**src/rtl/fetch_unit.sv**
```systemverilog
// Instruction fetch stage with IF/ID pipeline register for the MIPS core.
// Owns the PC, talks req/ack to instruction memory, redirects on Branch/Jump.
//
// state   | meaning
// IDLE    | no request; launches the first fetch from pc on the next edge
// FETCH   | request outstanding at imem_addr; ack loads IF/ID or the buffer
// HOLD    | IF/ID stalled with a buffered word; no request issued
// DISCARD | waiting out a wrong-path request whose data will be dropped
module fetch_unit #(
  parameter logic [31:0] RESET_PC = 32'h0000_0000
) (
  input  logic        clk,
  input  logic        rst,
  output logic        imem_req,
  output logic [31:0] imem_addr,
  input  logic        imem_ack,
  input  logic [31:0] imem_rdata,
  input  logic        stall,
  input  logic        Branch,
  input  logic        Zero,
  input  logic        Jump,
  input  logic [31:0] branch_target,
  input  logic [31:0] jump_target,
  output logic [31:0] instr,
  output logic [31:0] pc_plus4,
  output logic        instr_valid
);

  typedef enum logic [1:0] {IDLE, FETCH, HOLD, DISCARD} state_t;

  state_t      state_q, state_d;
  logic [31:0] pc_q, pc_d;
  logic [31:0] addr_q, addr_d;
  logic        req_q, req_d;
  logic [31:0] instr_q, instr_d;
  logic [31:0] pc4_q, pc4_d;
  logic        valid_q, valid_d;
  logic [31:0] buf_instr_q, buf_instr_d;
  logic [31:0] buf_pc4_q, buf_pc4_d;
  logic        buf_valid_q, buf_valid_d;

  logic        redirect;
  logic [31:0] target_raw;
  logic [31:0] target;
  logic [31:0] pc_inc;

  always_comb begin
    redirect    = Jump | (Branch & Zero);
    target_raw  = Jump ? jump_target : branch_target;
    target      = target_raw & 32'hFFFF_FFFC;
    pc_inc      = pc_q + 32'd4;

    state_d     = state_q;
    pc_d        = pc_q;
    addr_d      = addr_q;
    instr_d     = instr_q;
    pc4_d       = pc4_q;
    valid_d     = valid_q;
    buf_instr_d = buf_instr_q;
    buf_pc4_d   = buf_pc4_q;
    buf_valid_d = buf_valid_q;

    case (state_q)
      IDLE: begin
        state_d = FETCH;
        if (redirect) begin
          pc_d        = target;
          addr_d      = target;
          valid_d     = 1'b0;
          buf_valid_d = 1'b0;
        end else begin
          addr_d = pc_q;
        end
      end

      FETCH: begin
        if (redirect) begin
          pc_d        = target;
          valid_d     = 1'b0;
          buf_valid_d = 1'b0;
          // Memory cannot cancel, so an unanswered request must be waited out.
          if (imem_ack) begin
            addr_d = target;
          end else begin
            state_d = DISCARD;
          end
        end else if (imem_ack) begin
          pc_d   = pc_inc;
          addr_d = pc_inc;
          if (stall && valid_q) begin
            buf_instr_d = imem_rdata;
            buf_pc4_d   = pc_inc;
            buf_valid_d = 1'b1;
            state_d     = HOLD;
          end else begin
            instr_d = imem_rdata;
            pc4_d   = pc_inc;
            valid_d = 1'b1;
          end
        end else if (!stall) begin
          valid_d = 1'b0;
        end
      end

      HOLD: begin
        if (redirect) begin
          pc_d        = target;
          addr_d      = target;
          valid_d     = 1'b0;
          buf_valid_d = 1'b0;
          state_d     = FETCH;
        end else if (!stall) begin
          instr_d     = buf_instr_q;
          pc4_d       = buf_pc4_q;
          valid_d     = buf_valid_q;
          buf_valid_d = 1'b0;
          addr_d      = pc_q;
          state_d     = FETCH;
        end
      end

      DISCARD: begin
        if (redirect) begin
          pc_d        = target;
          valid_d     = 1'b0;
          buf_valid_d = 1'b0;
        end
        if (imem_ack) begin
          state_d = FETCH;
          addr_d  = pc_d;
        end
      end

      default: begin
        state_d = IDLE;
      end
    endcase

    req_d = (state_d == FETCH) || (state_d == DISCARD);
  end

  always_ff @(posedge clk or negedge rst) begin
    if (!rst) begin
      state_q     <= IDLE;
      pc_q        <= RESET_PC;
      addr_q      <= RESET_PC;
      req_q       <= 1'b0;
      instr_q     <= 32'h0000_0000;
      pc4_q       <= 32'h0000_0000;
      valid_q     <= 1'b0;
      buf_instr_q <= 32'h0000_0000;
      buf_pc4_q   <= 32'h0000_0000;
      buf_valid_q <= 1'b0;
    end else begin
      state_q     <= state_d;
      pc_q        <= pc_d;
      addr_q      <= addr_d;
      req_q       <= req_d;
      instr_q     <= instr_d;
      pc4_q       <= pc4_d;
      valid_q     <= valid_d;
      buf_instr_q <= buf_instr_d;
      buf_pc4_q   <= buf_pc4_d;
      buf_valid_q <= buf_valid_d;
    end
  end

  assign imem_req    = req_q;
  assign imem_addr   = addr_q;
  assign instr       = instr_q;
  assign pc_plus4    = pc4_q;
  assign instr_valid = valid_q;

endmodule

```
**config.mk**
```make
export PLATFORM = sky130hd
export DESIGN_NAME = fetch_unit
export DESIGN_NICKNAME = d
export VERILOG_FILES = /design/src/rtl/fetch_unit.sv
export SDC_FILE = /design/constraint.sdc
export NUM_CORES = 1
export LEC_CHECK = 0
export CORE_MARGIN = 10
export CORE_UTILIZATION = 52
export DETAILED_ROUTE_END_ITERATION = 12
export GPL_TIMING_DRIVEN = 0
export HOLD_SLACK_MARGIN = 0.12
export PLACE_DENSITY = 0.81
export SLEW_MARGIN = 5
export SYNTH_ARGS = -nofsm -noshare
export SYNTH_HDL_FRONTEND = slang
export SYNTH_SLANG_ARGS = --single-unit
```
**constraint.sdc**
```tcl
create_clock -name clk -period 2.73 [get_ports clk]
set_input_delay 0.4095 -clock clk [delete_from_list [all_inputs] [get_ports clk]]
set_output_delay 0.4095 -clock clk [all_outputs]
set_load 0.005 [all_outputs]
```
==> impl_results.rst <==
.. list-table::
   :header-rows: 1

   * - Metric
     - Value
   * - Avg Synthesized Cell Area
     - 9.69 um2
   * - Post-synth net total
     - 1129
   * - CTS Root Buffer Type
     - sky130_fd_sc_hd__clkbuf_16
   * - Total routed wirelength
     - 30.3 mm
   * - Chip Width
     - 158 um
   * - Total vias in the final route
     - 8779
   * - Height of the die
     - 158 um
   * - Kind of critical path
     - flip-flop to flip-flop
   * - Final Max Tran Viols
     - 0
   * - Clock tree from TritonCTS
     - done
   * - Overall Global Routing Usage
     - 0.243
   * - Relative contribution of the clock network to total power
     - 0.201
   * - Multi-input combinational cell area
     - 4670 um2
   * - Ratio of final minimum period to clock period
     - 0.967
   * - Post-synth top flop
     - sky130_fd_sc_hd__dfrtp_1
   * - Internal Power
     - 0.00765 W
   * - MaxCap Viol Count
     - 0
   * - Area of the mapped netlist
     - 9890 um2
   * - Die footprint
     - 24900 um2
   * - Number of enable flip-flop cells after synthesis
     - 0
   * - Net switching power
     - 0.00437 W
   * - Total setup violations reported at the end of the flow
     - 0
   * - Maximum number of pins on one net before global-route repair
     - 109
   * - Global-route wire length before repair
     - 47.6 mm
   * - Area fraction of the dominant cell type after synthesis
     - 0.496
   * - Maximum level of the CTS H-tree
     - 4
   * - Min Clock Period, post-route
     - 2.64 ns
   * - Number of top-level design ports
     - 201
   * - Total count of hold-check failures in the final report
     - 0
   * - Antenna cell count
     - 0
   * - DRT Pass-1 Iters
     - 5
   * - CTS Sinks
     - 196
   * - Largest clock skew in the final design
     - 0.0141 ns
   * - Largest fanout of any net on the critical path
     - 7
   * - Multiplexer area fraction after synthesis
     - 0.108
   * - CP Data Arrival Time
     - 2.94 ns
   * - Max VDD drop
     - 0.504 mV
   * - Post-CTS clock slew at the launch and capture registers of the worst setup and hold paths
     - 0.07 ns
   * - Post-route setup slack
     - 0.0892 ns
   * - FF+latch count, synth
     - 196
   * - Storage cell area
     - 4910 um2
   * - Worst slack, placed
     - -0.771 ns
   * - Wire length per cell after detailed routing
     - 20.4 um
   * - Startpoint kind of the worst setup timing path
     - flip-flop
   * - Worst Hold Class
     - flip-flop to flip-flop
   * - Total number of nets in the final design
     - 1344
   * - Simple-Gate Fraction of Synth Area
     - 0.160
   * - Status
     - complete, no violations
   * - Core Area
     - 18700 um2
   * - Number of standard cells in the final layout excluding fillers
     - 1482
   * - Type of destination of the critical path
     - flip-flop
   * - Synth-to-Final Area Change
     - 29.9%
   * - Sequential share of power
     - 0.387
   * - Number of placed instances, taps included
     - 1450
   * - Layout cells sized above 1
     - 0.106
   * - Number of routed nets with antenna violations
     - 0
   * - Row cnt
     - 50
   * - Number of antenna violations at the first check in global routing
     - 0
   * - Synth area leaders
     - sky130_fd_sc_hd__dfrtp_1 50%, sky130_fd_sc_hd__mux2_2 5.7%, sky130_fd_sc_hd__nand2_1 5.5%
   * - Synthesized-area fraction occupied by ao, oa, aoi and oai cells
     - 0.150
   * - Distinct cell type count of the synthesized netlist
     - 57
   * - FFs w/ async S/R, synth
     - 1.00
   * - Via density
     - 5.92
   * - Combinational fraction of design power
     - 0.412
   * - Latest clock arrival within the worst-skew pair
     - 0.45 ns
   * - Weighted congestion reported at the end of routability-driven placement
     - 0.912
   * - Relative max-transition margin
     - 0.469
   * - Number of buffers created by CTS
     - 17
   * - Max Fclk
     - 379 MHz
   * - Area leader, netlist
     - sky130_fd_sc_hd__dfrtp_1
   * - Dominant combinational cell family by area after synthesis
     - simple AND/OR/NAND/NOR gates
   * - Synth Area in XOR/XNOR
     - 0.0407
   * - Leakage
     - 5.27 nW
   * - Worst hold-check slack
     - 0.475 ns
   * - Gate count after technology mapping
     - 1020
   * - Actual slew at the worst max-slew pin
     - 0.796 ns
   * - Maximum clock insertion buffer count
     - 2
   * - Via count of the first global-routing pass
     - 8508
   * - Filler Cell Count
     - 1442
   * - Share of total power consumed by net switching
     - 0.364
   * - GRT Residual Overflow
     - 0
   * - Sequential-to-total area share from yosys stat
     - 0.496
   * - HPWL reported at the end of detailed placement
     - 22.8 mm
   * - Post-synthesis adder-cell area fraction
     - 0.00759
   * - Yosys Warn Count
     - 0
   * - Data required, critical path
     - 3.03 ns
   * - Cell area power density
     - 936 nW/um2
   * - Input/output buffers
     - 195
   * - DRC errors left
     - 0
   * - Initial core utilization
     - 0.529
   * - Initial drt markers
     - 805
## worst max-delay path, cell delays in order (launching register included)
cell and delay (ns):
sky130_fd_sc_hd__dfrtp_2 0.46, sky130_fd_sc_hd__ha_1 0.28, sky130_fd_sc_hd__nand2_1 0.17, sky130_fd_sc_hd__or4_1 0.49, sky130_fd_sc_hd__clkbuf_1 0.22, sky130_fd_sc_hd__or2_2 0.35, sky130_fd_sc_hd__xnor2_1 0.38, sky130_fd_sc_hd__o21ai_0 0.16
## power by group through the flow
stage                     sequential [W]  combinational, W  clock [W]
after global routing             0.00478           0.00540    0.00256
final                            0.00465           0.00495    0.00242
after floorplan                  0.00463           0.00235          0
after detailed placement         0.00468           0.00486          0
after global placement           0.00464           0.00476          0
after CTS                        0.00463           0.00490    0.00244
## kinds of logic after synthesis
| family | after synthesis |
|---|---|
| DFF | 196 |
| AOI/OAI and AO/OA | 239 |
| and+or+nand+nor | 336 |
| muxes | 100 |
| buffers and inverters | 97 |
| xor gates and xnor gates | 46 |
| adders and majority gates | 6 |
## Yosys cell counts, types with 3 or more instances
cell,n
sky130_fd_sc_hd__o21ai_0,102
sky130_fd_sc_hd__and3_1,6
sky130_fd_sc_hd__nand2_1,145
sky130_fd_sc_hd__and2_1,7
sky130_fd_sc_hd__mux2i_1,50
sky130_fd_sc_hd__o31a_1,4
sky130_fd_sc_hd__inv_1,12
sky130_fd_sc_hd__a2bb2oi_1,3
sky130_fd_sc_hd__o22a_1,6
sky130_fd_sc_hd__nor4_1,13
sky130_fd_sc_hd__clkbuf_1,61
sky130_fd_sc_hd__a21oi_1,40
sky130_fd_sc_hd__o31ai_1,7
sky130_fd_sc_hd__a221oi_1,6
sky130_fd_sc_hd__a311oi_1,4
sky130_fd_sc_hd__nor3_1,17
sky130_fd_sc_hd__or3_1,12
sky130_fd_sc_hd__buf_2,10
sky130_fd_sc_hd__o2bb2ai_1,7
sky130_fd_sc_hd__nand4_1,16
sky130_fd_sc_hd__dfrtp_1,196
sky130_fd_sc_hd__xor2_1,17
sky130_fd_sc_hd__ha_1,6
sky130_fd_sc_hd__a31oi_1,14
sky130_fd_sc_hd__xnor2_1,29
sky130_fd_sc_hd__o22ai_1,3
sky130_fd_sc_hd__a21o_1,4
sky130_fd_sc_hd__nor2_1,62
sky130_fd_sc_hd__o211ai_1,15
sky130_fd_sc_hd__and4_1,5
sky130_fd_sc_hd__o21a_1,5
sky130_fd_sc_hd__or4_1,3
sky130_fd_sc_hd__nand3_1,37
sky130_fd_sc_hd__mux2_2,50
sky130_fd_sc_hd__buf_1,13
sky130_fd_sc_hd__nand2b_1,5
sky130_fd_sc_hd__a211oi_1,4
## placed cells by master (no fill, tap or decap), drive strengths merged, types with 7 or more instances in the layout
cell	count
o211ai	15
nand4	17
clkbuf	77
o31ai	7
clkdlybuf4s50	194
nand2	145
a31oi	14
mux2	50
nor3	17
and2	7
a21oi	40
dfrtp	196
o2bb2ai	7
buf	27
xnor2	29
mux2i	50
inv	17
nor2	62
o21ai	103
nand3	37
nor4	15
a221oi	7
xor2	17
or3	13
## cell type report
class	count	share of cell area
clock buffer	18	0.0342
tap	234	0.0228
sequential	196	0.382
timing repair buffer	200	0.158
inverter	12	0.00351
buffer	81	0.0265
clock inverter	14	0.00925
multi-input combinational	727	0.364
## per-stage QoR
step | power [W] | util | TNS, ns | cell area, um2
6_report | 0.0120 | 0.687 | 0 | 12800
5_1_grt | 0.0127 | 0.687 | -0.0717 | 12800
4_1_cts | 0.0120 | 0.682 | 0 | 12800
3_5_place_dp | 0.00954 | 0.650 | -69.69 | 12200
3_3_place_gp | 0.00940 | 0.649 | -1424.13 | 12100
2_1_floorplan | 0.00698 | - | 0 | 9890
## final timing paths
| kind | depth (start not counted) | slack [ns] | from | end |
|---|---|---|---|---|
| worst min-delay path | 2 | 0.48 | pc_plus4[26]$_DFFE_PN0P_ | pc_plus4[26]$_DFFE_PN0P_ |
| worst min register to register | 2 | 0.48 | pc_plus4[26]$_DFFE_PN0P_ | pc_plus4[26]$_DFFE_PN0P_ |
| min in group asynchronous | 2 | 0.53 | rst | imem_addr[19]$_DFFE_PN0P_ |
| max in group asynchronous | 3 | 1.22 | rst | pc_plus4[14]$_DFFE_PN0P_ |
| worst max register to register | 7 | 0.09 | pc_q[2]$_DFFE_PN0P_ | buf_pc4_q[22]$_DFFE_PN0P_ |
| worst max-delay path | 7 | 0.09 | pc_q[2]$_DFFE_PN0P_ | buf_pc4_q[22]$_DFFE_PN0P_ |
## per-layer routing
layer,global-route usage,wire length [um],vias up
met1,0.328,13200,4270
li1,-,-,4070
met4,0.0886,789,0
met5,0,0,-
met3,0.0594,2560,53
met2,0.373,13700,386
## state kept, by name, indices dropped and copies added (netlist names)
| register | cells |
|---|---|
| buf_valid_q | 1 |
| instr_valid | 1 |
| buf_pc4_q | 32 |
| pc_q | 32 |
| state_q | 2 |
| pc_plus4 | 32 |
| instr | 32 |
| imem_addr | 32 |
| buf_instr_q | 32 |
## what timing repair did
item / CTS / global route
hold buffers: 1 / 0
resized for setup: 12 / 21
pin swaps: 0 / 1
setup buffers: 0 / 3
hold endpoints to repair: 88 / 0
endpoints found under the setup margin: 141 / 88
gates cloned: 0 / 0
Note: power is estimated with default switching activity, not from simulation.
